**config.mk**
```make
export PLATFORM = sky130hd
export DESIGN_NAME = m_7segarb
export DESIGN_NICKNAME = d
export VERILOG_FILES = /design/src/rtl/m_7segarb.sv
export SDC_FILE = /design/constraint.sdc
export NUM_CORES = 1
export LEC_CHECK = 0
export CORE_ASPECT_RATIO = 0.75
export CORE_MARGIN = 2
export CORE_UTILIZATION = 49
export DETAILED_ROUTE_END_ITERATION = 6
export GPL_ROUTABILITY_DRIVEN = 0
export PLACE_DENSITY = 0.87
export SLEW_MARGIN = 25
export SYNTH_ARGS = -nofsm -noshare
export SYNTH_HDL_FRONTEND = slang
export SYNTH_SLANG_ARGS = --single-unit
```
**constraint.sdc**
```tcl
create_clock -name w_clk -period 2.6 [get_ports w_clk]
set_input_delay 0.26 -clock w_clk [delete_from_list [all_inputs] [get_ports w_clk]]
set_output_delay 0.26 -clock w_clk [all_outputs]
set_load 0.05 [all_outputs]
```
**src/rtl/m_7segarb.sv**
```systemverilog
// rtl/m_7segarb.sv - round-robin owner arbiter for the shared 7-segment display
//
// Purpose:
//   Shares one 8-digit 7-segment display between four requesters. One owner
//   at a time drives the display word. An owner keeps the display for at
//   least MINHOLD cycles so the value stays readable. Once it has held the
//   display for MAXHOLD cycles, any other pending requester preempts it.
//   Exactly one idle cycle separates consecutive owners.
//
// Ports:
//   w_clk   in   1    system clock, all state on rising edge
//   w_rst   in   1    asynchronous active-high reset
//   w_req   in   4    level-sensitive request, bit i = requester i
//   w_din   in   128  requester data, requester i at [32*i+31:32*i]
//   r_gnt   out  4    one-hot grant, 0 when no owner
//   r_idx   out  2    index of the current or most recent owner
//   r_busy  out  1    high while an owner holds the display
//   r_dout  out  32   display word, feeds m_7segcon w_din

module m_7segarb #(
  parameter int MINHOLD = 50000000,
  parameter int MAXHOLD = 250000000
) (
  input  logic         w_clk,
  input  logic         w_rst,
  input  logic [3:0]   w_req,
  input  logic [127:0] w_din,
  output logic [3:0]   r_gnt,
  output logic [1:0]   r_idx,
  output logic         r_busy,
  output logic [31:0]  r_dout
);

  localparam logic [31:0] MIN_H = 32'(MINHOLD);
  localparam logic [31:0] MAX_H = 32'(MAXHOLD);

  typedef enum logic {IDLE, OWN} state_t;

  state_t      state;
  logic [1:0]  r_last;
  logic [31:0] r_hcnt;

  logic [31:0] din_a [4];
  logic [1:0]  sel;
  logic [1:0]  cand;
  logic        found;
  logic        rel;
  logic        pre;

  genvar g;
  generate
    for (g = 0; g < 4; g++) begin : g_lane
      assign din_a[g] = w_din[32*g +: 32];
    end
  endgenerate

  // Round-robin search starting just after the last owner; the k=4 step
  // wraps back to r_last itself so it is considered last.
  always_comb begin
    sel   = 2'd0;
    cand  = 2'd0;
    found = 1'b0;
    for (int k = 1; k <= 4; k++) begin
      cand = r_last + k[1:0];
      if (!found && w_req[cand]) begin
        sel   = cand;
        found = 1'b1;
      end
    end
  end

  // Both exit tests look at the hold count before this edge's increment.
  assign rel = (r_hcnt >= MIN_H) && !w_req[r_idx];
  assign pre = (r_hcnt >= MAX_H) && (|(w_req & ~r_gnt));

  always_ff @(posedge w_clk or posedge w_rst) begin
    if (w_rst) begin
      state  <= IDLE;
      r_gnt  <= 4'b0000;
      r_idx  <= 2'd3;
      r_last <= 2'd3;
      r_busy <= 1'b0;
      r_dout <= 32'd0;
      r_hcnt <= 32'd0;
    end else begin
      case (state)
        IDLE: begin
          if (found) begin
            state  <= OWN;
            r_gnt  <= 4'b0001 << sel;
            r_idx  <= sel;
            r_last <= sel;
            r_busy <= 1'b1;
            r_hcnt <= 32'd1;
            r_dout <= din_a[sel];
          end else begin
            r_gnt  <= 4'b0000;
            r_busy <= 1'b0;
          end
        end
        OWN: begin
          if (rel || pre) begin
            // Display word and owner index are left as they were so the
            // screen does not flicker through the gap cycle.
            state  <= IDLE;
            r_gnt  <= 4'b0000;
            r_busy <= 1'b0;
            r_hcnt <= 32'd0;
          end else begin
            r_dout <= din_a[r_idx];
            if (r_hcnt < MAX_H) begin
              r_hcnt <= r_hcnt + 32'd1;
            end
          end
        end
        default: begin
          state <= IDLE;
        end
      endcase
    end
  end

endmodule

```
==> metrics list <==
- Outcome: finished, final reports clean
* DRC Markers: 0
- Share of the clock period used by the worst path: 98.47%
- Via count: 6,618
- After global routing the overflow that remains totals 0.
- Destination of the worst register-to-register timing path: r_hcnt[6]
- Averaged over all synthesized cells, the footprint is 9.143 µm².
- Average via count per standard cell: 6.837
- The synthesized design spends more area on one cell type than any other, namely dfrtp_1.
* Fin worst setup slack: 39.83 ps
* Flip-flop and latch count after synthesis: 72
- Placement Setup Slack: -44.50 ps
- Horizontal die dimension: 130.6 µm
* Number of global-route vias before repair: 6,519
- Max-Slew Margin vs Limit: 55.86%
- Share of async-settable or async-resettable flops after synthesis: 100.0%
* Worst skew pair latency: 330 ps
- The count of endpoints failing hold in the final timing report came to 0.
* Hold buffer count at cts: 0
- Across the VDD grid, the largest voltage drop is 0.0007649 V.
- In this run, distinct cell masters in the synthesized netlist total 65.
* Number of antenna-violating nets in the routed design: 0
* Areal power density over the cells: 1070 nW/µm²
- Yosys printed 0 warnings.
* Largest net degree at the start of global routing: 48
- Critical Path AT: 2820 ps
- The die covers 12,920 µm².
- Tot GR Track Use: 30.82%
- Wires add up to 20.32 mm.
- After the first detailed-routing iteration, the DRC count stood at 678.
- Of the cells placed in the final design, the portion with a size suffix greater than 1 is 15.88%.
- Part of the Yosys area used for sequential elements: 30.64%
- Start of the worst register-to-register path: r_hcnt[18]
* Count of fill cells added during filler insertion: 794
- Initial Util: 50.52%
* Ports: 173
* Length in cells of the worst reg-to-reg path: 7
- DP Wirelength: 14.33 mm
* Element type at the critical path start: flip-flop
* Post-Synthesis Cells: 644
* Library cell contributing the largest single delay on the critical path: or4_1
- Required time at the endpoint of the critical path: 2860 ps
- The tree is rooted in a clkbuf_16.
- After the last flow step, the layout net total stands at 937.
* Worst setup path class: reg -> reg
- The routed design could run at a clock period as short as 2560 ps.
- For flop-to-flop paths, the worst setup slack is 40 ps.
* Number of levels in the clock H-tree: 3
- For this run, the top clock speed supported by timing is 390.6 MHz.
- Vert. Die Dim: 98.94 µm
* CTS tree: yes
- Number of clock sinks: 72
- Core ar.: 11,660 µm²
* Static leakage: 3.208 nW
- At the pin with the least slew margin, the transition time is 662.1 ps.
- The count of buffers added on input and output ports is 172.
* Relative area change from synthesis to final layout: 41.69%
* Wire length of the first global-routing pass: 31.93 mm
* Mean routed wirelength per cell: 20.99 µm
* Top cells by area in the synthesized netlist: dfrtp_1, mux4_2, a21oi_1
* Setup repair after global routing missed its margin: yes
- Total buffers and inverters traversed by the critical path: 1
- Portion of synthesized cell area occupied by the leading cell type: 29.75%
* Cts bufs inserted: 9
* Chain of cells forming the critical path: and3_4, or3b_4, a221oi_4, nor4_4, buf_12, or4_1, a21oi_2
* Peak per-stage delay on the critical path: 520 ps
* Row Count: 34
- Netlist Area Pre-Place: 5888 µm²
- Total nets after synthesis: 780
- Endpoints failing setup: 0
- The number of pins exceeding their max-slew limit in the final report is 0.
- Critical-path maximum fanout: 23
- Number of flops mapped to enable cells by yosys: 0
- 0 antenna diodes ended up in the layout.
* Clock input transition at the sequential cells of the worst setup and hold paths: 60 ps
- Worst-case clock buffer depth: 2
* Post-Route Skew: 7.273 ps
- Dominant delay contributor by cell family on the critical path: simple AND/OR/NAND/NOR gates
* Number of antenna violations at the first check in global routing: 0
* Kind of end point of the critical path: flip-flop
- The tool flagged a number of max-cap violations equal to 0.
- The path class of the tightest hold or removal check is in -> async.
- The most used flip-flop cell after synthesis is dfrtp_1.
- Total Power: 8.924 mW
* First-pass DRT Iterations: 6
[stage by stage]
| step | cells | area, µm² | utilization [%] | setup TNS (ps) | hold slack, ps |
|---|---|---|---|---|---|
| finish | 968 | 8343 | 71.58 | 0 | 342.0 |
| global placement | 950 | 7909 | 67.85 | 0 | 471.9 |
| global route | 968 | 8343 | 71.58 | -98.97 | 382.9 |
| detailed placement | 950 | 7909 | 67.85 | -171.9 | 482.7 |
| CTS | 966 | 8263 | 70.89 | 0 | 347.8 |
| floorplan | 644 | 5888 | - | 0 | 460.3 |
[layout make-up]
class / instances / area, µm² / share of cell area, %
Timing Repair Buffer: 209 / 2128 / 25.51
Sequential cell: 72 / 1808 / 21.67
Inverter: 17 / 63.81 / 0.7648
Tap cell: 162 / 202.7 / 2.430
Clock inverter: 6 / 116.4 / 1.395
Clock buffer: 10 / 229.0 / 2.744
Multi-Input combinational cell: 492 / 3795 / 45.49
[cells in the mapped netlist, types with 4 or more instances]
cell type / n
and2_1: 4
o22a_1: 5
mux4_2: 32
nor4_1: 5
nand3_1: 14
nor3_1: 6
or2b_1: 4
o21ai_0: 12
buf_1: 5
or3_1: 4
nor2_1: 10
a211oi_1: 38
o32ai_1: 27
and3_1: 37
buf_2: 10
a21oi_1: 70
o221a_2: 7
o31ai_1: 15
or4_1: 14
a31oi_1: 8
nand4_1: 5
a311o_1: 26
mux2i_1: 7
nand2_1: 91
nor2b_1: 4
clkbuf_1: 41
buf_6: 4
dfrtp_1: 70
inv_1: 17
[worst max-delay path by stage]
stage               slack (ps)  cells past startpoint  startpoint    endpoint
global placement           100                      7    w_req[2]  r_hcnt[20]
floorplan                  130                      7   r_last[1]  r_dout[24]
finish                      40                      7  r_hcnt[18]   r_hcnt[6]
detailed placement         -40                      7    w_req[2]   r_hcnt[6]
CTS                         30                      7  r_hcnt[16]  r_hcnt[25]
global route               -20                      7  r_hcnt[16]  r_hcnt[15]
[routing by layer]
layer  GRT usage [%]  wire length, µm  share of wire, %  vias up
li1                -                -                 -     2884
met1           40.68             7986                39     3207
met2           50.56             9926                49      467
met3           6.243             1884               9.3       60
met4           11.05              523               2.6        0
met5               0                0                 0        -
[registers in the layout (all words and copies together), names as in the netlist]
register / flops
r_busy: 1
r_dout: 32
r_hcnt: 32
r_last: 2
r_gnt: 4
state: 1
[cell usage in the layout (no fill, tap or decap), types with 10 or more instances in the layout]
| cell | count |
|---|---|
| nand3_1 | 14 |
| o32ai_1 | 27 |
| a21oi_1 | 65 |
| nand2_1 | 90 |
| a211oi_1 | 37 |
| dfrtp_1 | 67 |
| clkdlybuf4s50_1 | 170 |
| buf_4 | 28 |
| clkbuf_16 | 10 |
| mux4_2 | 32 |
| inv_1 | 16 |
| o31ai_1 | 15 |
| or4_1 | 13 |
| a311o_1 | 26 |
| and3_1 | 37 |
| o21ai_0 | 11 |
[power by group]
part	internal (mW)	switching, mW	total (mW)	leakage, nW
Sequential	1.51	0.341	1.85	0.901
Combinational	2.26	3.37	5.63	2.14
Clock	0.944	0.496	1.44	0.167
[logic make-up after synthesis]
| group | Yosys count | share of synthesized area, % |
|---|---|---|
| buffers and inverters | 80 | 6.141 |
| multiplexers | 40 | 13.62 |
| adder cells (fa/ha/maj) | 2 | 0.4249 |
| AO/OA/AOI/OAI | 235 | 29.43 |
| flip-flops | 72 | 30.64 |
| AND/OR/NAND/NOR | 215 | 19.74 |
[repair_timing]
| action | in CTS | in global routing |
|---|---|---|
| pin swaps | 0 | 2 |
| gates cloned | 0 | 1 |
| gates resized for setup | 1 | 13 |
| setup buffers | 0 | 1 |
| setup endpoints to repair | 1 | 46 |
Note: power is estimated with default switching activity, not from simulation.
